[config.mk]
export PLATFORM = sky130hd
export DESIGN_NAME = mem_rd_cmd_engine
export DESIGN_NICKNAME = d
export VERILOG_FILES = /design/src/rtl/mem_rd_pkg.sv /design/src/rtl/mem_rd_burst_calc.sv /design/src/rtl/mem_rd_cmd_engine.sv
export SDC_FILE = /design/constraint.sdc
export NUM_CORES = 1
export LEC_CHECK = 0
export ABC_AREA = 1
export CAP_MARGIN = 20
export CORE_AREA = 10 10 745 747
export DETAILED_ROUTE_END_ITERATION = 7
export DIE_AREA = 0 0 755 757
export SLEW_MARGIN = 20
export SYNTH_ARGS = -nofsm -noshare
export SYNTH_HDL_FRONTEND = slang
export SYNTH_HIERARCHICAL = 1
export SYNTH_SLANG_ARGS = --single-unit
[constraint.sdc]
create_clock -name clk -period 7.9 [get_ports clk]
set_input_delay 1.185 -clock clk [delete_from_list [all_inputs] [get_ports clk]]
set_output_delay 1.185 -clock clk [all_outputs]
set_load 0.05 [all_outputs]
[src/rtl/mem_rd_pkg.sv]
// Shared definitions for the memory read-command engine: AXI constants,
// status bit layout, FSM states and the last-beat byte-enable helper.
package mem_rd_pkg;

   // Fixed AXI4 read-address attributes
   localparam logic [1:0] AXI_BURST_INCR = 2'b01;
   localparam logic [1:0] AXI_RESP_OKAY  = 2'b00;
   localparam logic [3:0] AXI_CACHE_RD   = 4'b0011;

   // AXI bursts must stay inside one 4 KB page
   localparam int AXI_PAGE_BYTES = 4096;

   // Status byte layout
   localparam int STATUS_DONE_BIT = 7;
   localparam int STATUS_ZERO_BIT = 1;
   localparam int STATUS_ERR_BIT  = 0;

   // Beat counters cover ceil(2^32 / 64) beats
   localparam int BEAT_CNT_W = 27;

   // Widest keep vector the helper can build (DATA_WIDTH up to 2048)
   localparam int KEEP_MAX_W = 256;

   typedef enum logic [1:0] {
      IDLE   = 2'd0,
      ISSUE  = 2'd1,
      DRAIN  = 2'd2,
      STATUS = 2'd3
   } state_t;

   // Byte enables of the final beat: a zero remainder means a full beat,
   // otherwise only the low 'rem' bytes are valid.
   function automatic logic [KEEP_MAX_W-1:0] keep_from_rem(input logic [7:0] rem);
      logic [KEEP_MAX_W-1:0] k;
      if (rem == 8'd0) begin
         k = '1;
      end else begin
         k = (KEEP_MAX_W'(1) << rem) - KEEP_MAX_W'(1);
      end
      return k;
   endfunction

endpackage

[src/rtl/mem_rd_burst_calc.sv]
// Combinational burst sizing: the next burst is the smallest of the beats
// still to issue, the configured burst cap and the beats left in the 4 KB page.
module mem_rd_burst_calc
   import mem_rd_pkg::*;
#(
   parameter int DATA_WIDTH      = 512,
   parameter int MAX_BURST_BEATS = 64
) (
   input  logic [BEAT_CNT_W-1:0] remaining,
   input  logic [11:0]           page_offset,
   output logic [8:0]            burst_beats,
   output logic [7:0]            burst_len
);

   localparam int LOG2_BPB = $clog2(DATA_WIDTH / 8);

   logic [12:0]           page_bytes;
   logic [12:0]           page_beats;
   logic [BEAT_CNT_W-1:0] lim;
   logic                  unused_lim_bits;

   assign page_bytes = 13'(AXI_PAGE_BYTES) - {1'b0, page_offset};
   assign page_beats = page_bytes >> LOG2_BPB;

   // Pick the tightest of the three limits
   always_comb begin
      lim = BEAT_CNT_W'(MAX_BURST_BEATS);
      if ({{(BEAT_CNT_W-13){1'b0}}, page_beats} < lim) begin
         lim = {{(BEAT_CNT_W-13){1'b0}}, page_beats};
      end
      if (remaining < lim) begin
         lim = remaining;
      end
   end

   assign burst_beats = lim[8:0];
   // A 256-beat burst has lim[7:0] = 0, so the wrap yields arlen = 255
   assign burst_len   = lim[7:0] - 8'd1;

   // Upper bits are always zero because lim never exceeds MAX_BURST_BEATS
   assign unused_lim_bits = ^lim[BEAT_CNT_W-1:9];

endmodule

[src/rtl/mem_rd_cmd_engine.sv]
// Read-command executor: takes one (address, length) command, splits it
// into 4 KB-safe AXI4 INCR read bursts, forwards the returned beats as a
// framed stream and reports completion on a status stream.
module mem_rd_cmd_engine
   import mem_rd_pkg::*;
#(
   parameter int ADDR_WIDTH      = 33,
   parameter int DATA_WIDTH      = 512,
   parameter int MAX_BURST_BEATS = 64,
   parameter int MAX_OUTSTANDING = 4,
   parameter int ID_WIDTH        = 1,
   parameter int USER_WIDTH      = 1
) (
   input  logic                    clk,
   input  logic                    rst_n,

   // Command stream
   input  logic                    s_cmd_valid,
   output logic                    s_cmd_ready,
   input  logic [63:0]             s_cmd_address,
   input  logic [31:0]             s_cmd_length,

   // AXI read address channel
   output logic                    m_axi_arvalid,
   input  logic                    m_axi_arready,
   output logic [ADDR_WIDTH-1:0]   m_axi_araddr,
   output logic [7:0]              m_axi_arlen,
   output logic [2:0]              m_axi_arsize,
   output logic [1:0]              m_axi_arburst,
   output logic [ID_WIDTH-1:0]     m_axi_arid,
   output logic [3:0]              m_axi_arcache,
   output logic [2:0]              m_axi_arprot,
   output logic                    m_axi_arlock,
   output logic [3:0]              m_axi_arqos,
   output logic [3:0]              m_axi_arregion,
   output logic [USER_WIDTH-1:0]   m_axi_aruser,

   // AXI read data channel
   input  logic                    m_axi_rvalid,
   output logic                    m_axi_rready,
   input  logic [DATA_WIDTH-1:0]   m_axi_rdata,
   input  logic                    m_axi_rlast,
   input  logic [1:0]              m_axi_rresp,
   input  logic [ID_WIDTH-1:0]     m_axi_rid,
   input  logic [USER_WIDTH-1:0]   m_axi_ruser,

   // AXI write side, unused by a read engine
   output logic                    m_axi_awvalid,
   input  logic                    m_axi_awready,
   output logic [ADDR_WIDTH-1:0]   m_axi_awaddr,
   output logic [7:0]              m_axi_awlen,
   output logic [2:0]              m_axi_awsize,
   output logic [1:0]              m_axi_awburst,
   output logic [ID_WIDTH-1:0]     m_axi_awid,
   output logic [3:0]              m_axi_awcache,
   output logic [2:0]              m_axi_awprot,
   output logic                    m_axi_awlock,
   output logic [3:0]              m_axi_awqos,
   output logic [3:0]              m_axi_awregion,
   output logic [USER_WIDTH-1:0]   m_axi_awuser,
   output logic                    m_axi_wvalid,
   input  logic                    m_axi_wready,
   output logic [DATA_WIDTH-1:0]   m_axi_wdata,
   output logic [DATA_WIDTH/8-1:0] m_axi_wstrb,
   output logic                    m_axi_wlast,
   input  logic                    m_axi_bvalid,
   output logic                    m_axi_bready,
   input  logic [1:0]              m_axi_bresp,
   input  logic [ID_WIDTH-1:0]     m_axi_bid,

   // Read data stream
   output logic                    m_axis_valid,
   input  logic                    m_axis_ready,
   output logic [DATA_WIDTH-1:0]   m_axis_data,
   output logic [DATA_WIDTH/8-1:0] m_axis_keep,
   output logic                    m_axis_last,

   // Completion status
   output logic                    m_status_valid,
   input  logic                    m_status_ready,
   output logic [7:0]              m_status_data
);

   localparam int BPB      = DATA_WIDTH / 8;
   localparam int LOG2_BPB = $clog2(BPB);
   localparam int OUT_W    = $clog2(MAX_OUTSTANDING + 1);

   state_t                state_reg, state_next;
   logic [ADDR_WIDTH-1:0] cur_addr_reg;
   logic [BEAT_CNT_W-1:0] issue_rem_reg;
   logic [BEAT_CNT_W-1:0] rx_rem_reg;
   logic [LOG2_BPB-1:0]   rem_reg;
   logic [OUT_W-1:0]      outst_reg;
   logic                  err_reg;
   logic [7:0]            status_reg;

   logic                  cmd_hs;
   logic                  ar_hs;
   logic                  r_active;
   logic                  r_beat;
   logic                  r_burst_end;
   logic [ADDR_WIDTH-1:0] cmd_addr;
   logic [32:0]           len_round;
   logic [BEAT_CNT_W-1:0] cmd_beats;
   logic [8:0]            burst_beats;
   logic [7:0]            burst_len;
   logic [7:0]            status_zero;
   logic [7:0]            status_done;
   logic [KEEP_MAX_W-1:0] keep_full;
   logic [BPB-1:0]        keep_last;
   logic                  unused_inputs;

   // ------------------------------------------------------------------
   // Command decode
   // ------------------------------------------------------------------
   assign cmd_hs    = s_cmd_valid & s_cmd_ready;
   assign cmd_addr  = {s_cmd_address[ADDR_WIDTH-1:LOG2_BPB], {LOG2_BPB{1'b0}}};
   assign len_round = {1'b0, s_cmd_length} + 33'(BPB - 1);
   assign cmd_beats = BEAT_CNT_W'(len_round >> LOG2_BPB);

   // ------------------------------------------------------------------
   // Burst sizing
   // ------------------------------------------------------------------
   mem_rd_burst_calc #(
      .DATA_WIDTH      (DATA_WIDTH),
      .MAX_BURST_BEATS (MAX_BURST_BEATS)
   ) u_burst_calc (
      .remaining   (issue_rem_reg),
      .page_offset (cur_addr_reg[11:0]),
      .burst_beats (burst_beats),
      .burst_len   (burst_len)
   );

   // ------------------------------------------------------------------
   // Handshake qualifiers
   // ------------------------------------------------------------------
   assign ar_hs       = m_axi_arvalid & m_axi_arready;
   assign r_active    = (state_reg == ISSUE) || (state_reg == DRAIN);
   assign r_beat      = r_active & m_axi_rvalid & m_axis_ready;
   assign r_burst_end = r_beat & m_axi_rlast;

   // Status words for the two completion flavours
   always_comb begin
      status_zero = 8'd0;
      status_done = 8'd0;
      status_zero[STATUS_DONE_BIT] = 1'b1;
      status_zero[STATUS_ZERO_BIT] = 1'b1;
      status_done[STATUS_DONE_BIT] = 1'b1;
      status_done[STATUS_ERR_BIT]  = err_reg;
   end

   // State register
   always_ff @(posedge clk) begin
      if (!rst_n) begin
         state_reg <= IDLE;
      end else begin
         state_reg <= state_next;
      end
   end

   // Next-state and handshake outputs
   always_comb begin
      state_next     = state_reg;
      s_cmd_ready    = 1'b0;
      m_axi_arvalid  = 1'b0;
      m_status_valid = 1'b0;
      case (state_reg)
         IDLE: begin
            // Held low while reset is asserted so nothing is accepted then
            s_cmd_ready = rst_n;
            if (s_cmd_valid && rst_n) begin
               state_next = (s_cmd_length == 32'd0) ? STATUS : ISSUE;
            end
         end
         ISSUE: begin
            m_axi_arvalid = (issue_rem_reg != '0) &&
                            (outst_reg < OUT_W'(MAX_OUTSTANDING));
            if (ar_hs &&
                (issue_rem_reg == {{(BEAT_CNT_W-9){1'b0}}, burst_beats})) begin
               state_next = DRAIN;
            end
         end
         DRAIN: begin
            if (rx_rem_reg == '0) begin
               state_next = STATUS;
            end
         end
         STATUS: begin
            m_status_valid = 1'b1;
            if (m_status_ready) begin
               state_next = IDLE;
            end
         end
         default: state_next = IDLE;
      endcase
   end

   // Address, beat counters, outstanding-burst count, error and status
   always_ff @(posedge clk) begin
      if (!rst_n) begin
         cur_addr_reg  <= '0;
         issue_rem_reg <= '0;
         rx_rem_reg    <= '0;
         rem_reg       <= '0;
         outst_reg     <= '0;
         err_reg       <= 1'b0;
         status_reg    <= '0;
      end else begin
         if (cmd_hs) begin
            cur_addr_reg  <= cmd_addr;
            issue_rem_reg <= cmd_beats;
            rx_rem_reg    <= cmd_beats;
            rem_reg       <= s_cmd_length[LOG2_BPB-1:0];
            err_reg       <= 1'b0;
            status_reg    <= status_zero;
         end
         if (ar_hs) begin
            cur_addr_reg  <= cur_addr_reg +
                             (ADDR_WIDTH'(burst_beats) << LOG2_BPB);
            issue_rem_reg <= issue_rem_reg -
                             {{(BEAT_CNT_W-9){1'b0}}, burst_beats};
         end
         if (r_beat) begin
            rx_rem_reg <= rx_rem_reg - BEAT_CNT_W'(1);
            if (m_axi_rresp != AXI_RESP_OKAY) begin
               err_reg <= 1'b1;
            end
         end
         // A new burst and a finishing burst in the same cycle cancel out
         if (ar_hs && !r_burst_end) begin
            outst_reg <= outst_reg + OUT_W'(1);
         end else if (!ar_hs && r_burst_end) begin
            outst_reg <= outst_reg - OUT_W'(1);
         end
         if ((state_reg == DRAIN) && (rx_rem_reg == '0)) begin
            status_reg <= status_done;
         end
      end
   end

   // ------------------------------------------------------------------
   // Read address channel: fields come straight from registers, so they
   // stay stable while a request waits for arready.
   // ------------------------------------------------------------------
   assign m_axi_araddr   = cur_addr_reg;
   assign m_axi_arlen    = burst_len;
   assign m_axi_arsize   = 3'(LOG2_BPB);
   assign m_axi_arburst  = AXI_BURST_INCR;
   assign m_axi_arid     = '0;
   assign m_axi_arcache  = AXI_CACHE_RD;
   assign m_axi_arprot   = 3'b000;
   assign m_axi_arlock   = 1'b0;
   assign m_axi_arqos    = 4'd0;
   assign m_axi_arregion = 4'd0;
   assign m_axi_aruser   = '0;

   // ------------------------------------------------------------------
   // Read data pass-through with command-level framing
   // ------------------------------------------------------------------
   assign keep_full    = keep_from_rem(8'(rem_reg));
   assign keep_last    = keep_full[BPB-1:0];

   assign m_axi_rready = r_active & m_axis_ready;
   assign m_axis_valid = r_active & m_axi_rvalid;
   assign m_axis_data  = m_axi_rdata;
   assign m_axis_last  = (rx_rem_reg == BEAT_CNT_W'(1));
   assign m_axis_keep  = m_axis_last ? keep_last : {BPB{1'b1}};

   assign m_status_data = status_reg;

   // ------------------------------------------------------------------
   // Write side tie-off
   // ------------------------------------------------------------------
   assign m_axi_awvalid  = 1'b0;
   assign m_axi_awaddr   = '0;
   assign m_axi_awlen    = 8'd0;
   assign m_axi_awsize   = 3'd0;
   assign m_axi_awburst  = 2'b00;
   assign m_axi_awid     = '0;
   assign m_axi_awcache  = 4'd0;
   assign m_axi_awprot   = 3'd0;
   assign m_axi_awlock   = 1'b0;
   assign m_axi_awqos    = 4'd0;
   assign m_axi_awregion = 4'd0;
   assign m_axi_awuser   = '0;
   assign m_axi_wvalid   = 1'b0;
   assign m_axi_wdata    = '0;
   assign m_axi_wstrb    = '0;
   assign m_axi_wlast    = 1'b0;
   assign m_axi_bready   = 1'b1;

   // Inputs and bits that carry no meaning for this engine
   assign unused_inputs = ^{s_cmd_address[63:ADDR_WIDTH],
                            s_cmd_address[LOG2_BPB-1:0],
                            m_axi_rid, m_axi_ruser,
                            m_axi_awready, m_axi_wready,
                            m_axi_bvalid, m_axi_bresp, m_axi_bid,
                            keep_full[KEEP_MAX_W-1:BPB]};

endmodule

==> impl_metrics.csv <==
group,metric,value,unit
placed_design,gp_congestion,0.953,
placed_design,placement.cell_area,24700,um2
setup_path,path_cells,"inv_2 > nand4_2 > inv_1 > nand2_1 > nand2_1 > nor2_1 > inv_1 > nor2_1 > nand2_1 > nor2_4 > nand3b_1 > nand2_1 > clkdlybuf4s50_1",
floorplanning,die_area,572000,um2
power,peakVddDrop,211,uV
status,status,"finished clean",
placed_design,dp_cells,10200,
synth,synth_warnings,6,
final_layout,utilization,4.65,%
synth,ys_seq_elements,96,
floorplanning,coreArea,540000,um2
setup_path,cp_max_fo,25,
grt,grt_antenna_before_repair,28,
power,p_total,5.44,mW
synth,ys.flop_type,"dfxtp_1",
placed_design,io_buffer_count,175,
clock_network,root_buffer,"clkbuf_16",
power,p_leak,9.03,nW
floorplanning,io_pins,1924,
floorplanning,fp.dieH,757,um
final_layout,stdcell_count,10200,
clock_network,clkSinkCount,96,
synth,syn_avg_cell_area,6.15,um2
setup_path,startpoint_type,"flop",
sta,setup_tns,0,ns
detailed_routing,ant_nets,0,
placed_design,dpl.hpwl,287,mm
clock_network,cts_resized,0,
floorplanning,rows,270,
clock_network,worstSkewPairLatency,0.54,ns
floorplanning,floorplan.initialDensity,3.81,%
grt,grt_pass1_wl,340,mm
run,cap_violations,0,
setup_path,endpoint_kind,"primary output",
final_layout,nFillCells,64600,
final_layout,area_growth,22.0,%
setup_path,critPathRequiredTime,6.71,ns
grt,grtUsageTotal,10.0,%
final_layout,regArea,1920,um2
detailed_routing,wl_per_cell,29.6,um
worst_hold_path,hold_path_startpoint,"m_status_data[7]",
sta,worst_slack,1.96,ns
worst_hold_path,hold-path-endpoint,"m_status_data[7]",
detailed_routing,via_per_inst,1.77,
sta,maxSlewViolCount,0,
clock_network,cts_hold_buf,0,
worst_hold_path,min_path_cells,2,
sta,hold_slack,0.477,ns
detailed_routing,drtIter0Drc,1349,
setup_path,crit_slowest_cell,"clkdlybuf4s50_1",
grt,grt_max_degree,60,
final_layout,nets,3637,
sta,tightestPinTransition,1.16,ns
setup_path,crit_path_frequent_cell,"nand2_1",
synth,synth_top_area_share,43.9,%
detailed_routing,wl,302,mm
final_layout,drive_above_1_share,4.84,%
clock_network,htreeDepth,3,
setup_path,crit_buf_inv,4,
setup_path,slowest_delay,1.27,ns
detailed_routing,first_pass_iters,5,
grt,grt_overflow,0,
final_layout,final_common_cell,"conb_1",
setup_path,r2r_start,"m_axi_araddr[6]",
sta,setup_viol,0,
sta,hold_violations,0,
synth,ys_seq_area_share,9.35,%
power,powerDensity,217,nW/um2
synth,yosys.area.top_type,"buf_4",
sta,rsz0062_at_grt,"no",
worst_hold_path,hp-class,"flop to flop",
setup_path,cp_data_arrival_time,4.76,ns
synth,synth_area_leaders,"buf_4 44%, nand2_1 12%, dfxtp_1 9.4%",
clock_network,post-cts-setup-buffers,0,
final_layout,final_cell_mix,"693 x conb_1, 634 x nand2_1, 327 x nor2_1",
synth,synth_edf_count,0,
detailed_routing,vias,18000,
synth,netlist_area,20600,um2
synth,yosysUniqueCellTypes,49,
sta,clock_skew,0.0400,ns
grt,grt_pass1_vias,17600,
sta,relSlewSlack,22.6,%
clock_network,ctsLongestPathBuffers,3,
final_layout,multi_input_area,10900,um2
clock_network,cts_made_buffers,13,
synth,async_flop_share,0,%
setup_path,crit_type,"flop to primary output",
setup_path,rrSetupSlack,2.59,ns
setup_path,r2r-end,"state_reg[0]",
final_layout,fin_area,25100,um2
setup_path,crit_family,"buffers and inverters",
floorplanning,die_w,755,um
clock_network,cts_tree,"built",
sta,period_needed,5.94,ns
sta,max_freq,168,MHz
setup_path,reg2reg_depth,24,
synth,netlist_instances,3340,
clock_network,cts.reportedPaths.clkPinSlew,0.12,ns
placed_design,place_ws,2.58,ns
sta,min_period_over_period,75.2,%
detailed_routing,drc,0,
-- synthesized netlist by cell type, types with 7 or more instances --
library cell	instances
nand4_1	73
xor2_1	32
nor2_1	328
dfxtp_1	96
inv_1	256
clkbuf_1	26
ha_1	33
buf_6	7
nor2_4	9
buf_4	1203
nor3_1	43
inv_2	15
o21ai_0	93
nand2_2	15
nand3_1	202
buf_2	25
a21oi_1	107
o21ai_1	11
nor2_2	19
nand2_1	636
nand2_4	8
xnor2_1	11
a31oi_1	15
nand3b_1	19
-- worst max-delay path by stage --
stage | from | to | slack [ns] | cells after the start
after floorplan | m_axi_araddr[6] | m_axi_arlen[4] | 2.84 | 21
after global placement | m_axi_araddr[6] | state_reg[0] | 2.59 | 24
after detailed placement | rem_reg[3] | m_axis_keep[39] | 2.58 | 13
after CTS | rem_reg[3] | m_axis_keep[39] | 1.90 | 13
after global routing | rem_reg[3] | m_axis_keep[23] | 1.82 | 13
final | rem_reg[3] | m_axis_keep[39] | 1.96 | 13
-- tightest hold or removal path, delay by kind of cell, from the launching register on --
family	cells	cell delay (ns)
AOI/OAI and AO/OA	1	0.08
DFF	1	0.33
buffers and inverters	1	0.04
-- power breakdown --
| part | switching, mW | internal (mW) |
|---|---|---|
| combinational | 3.03 | 0.963 |
| clock | 0.309 | 0.318 |
| sequential | 0.206 | 0.616 |
-- layout make-up --
cell class | instances | share of cell area, %
repair buffers | 192 | 7.37
well taps | 7208 | 36.0
clock inverters | 2 | 0.0599
multi-input cells | 2398 | 43.4
clock buffers | 15 | 1.41
diodes | 5 | 0.0499
flip-flops and latches | 96 | 7.67
inverters | 274 | 4.11
-- cells by family (layout without fill, tap and decap cells) --
logic type,after synthesis,count (layout),share of synthesized area [%]
and+or+nand+nor,1382,1382,29.8
adders and majority gates,36,36,2.30
buffers and inverters,1536,483,50.4
xor gates and xnor gates,43,43,1.83
other,3,698,0.0548
AOI/OAI and AO/OA,244,244,6.25
DFF,96,96,9.35
-- per-layer routing --
metal	global-route usage, %	share of wire [%]
met1	3.04	11
met2	15.0	42
met3	20.2	43
met4	3.84	4.5
met5	0.567	0.15
(Power assumes the default switching activity.)
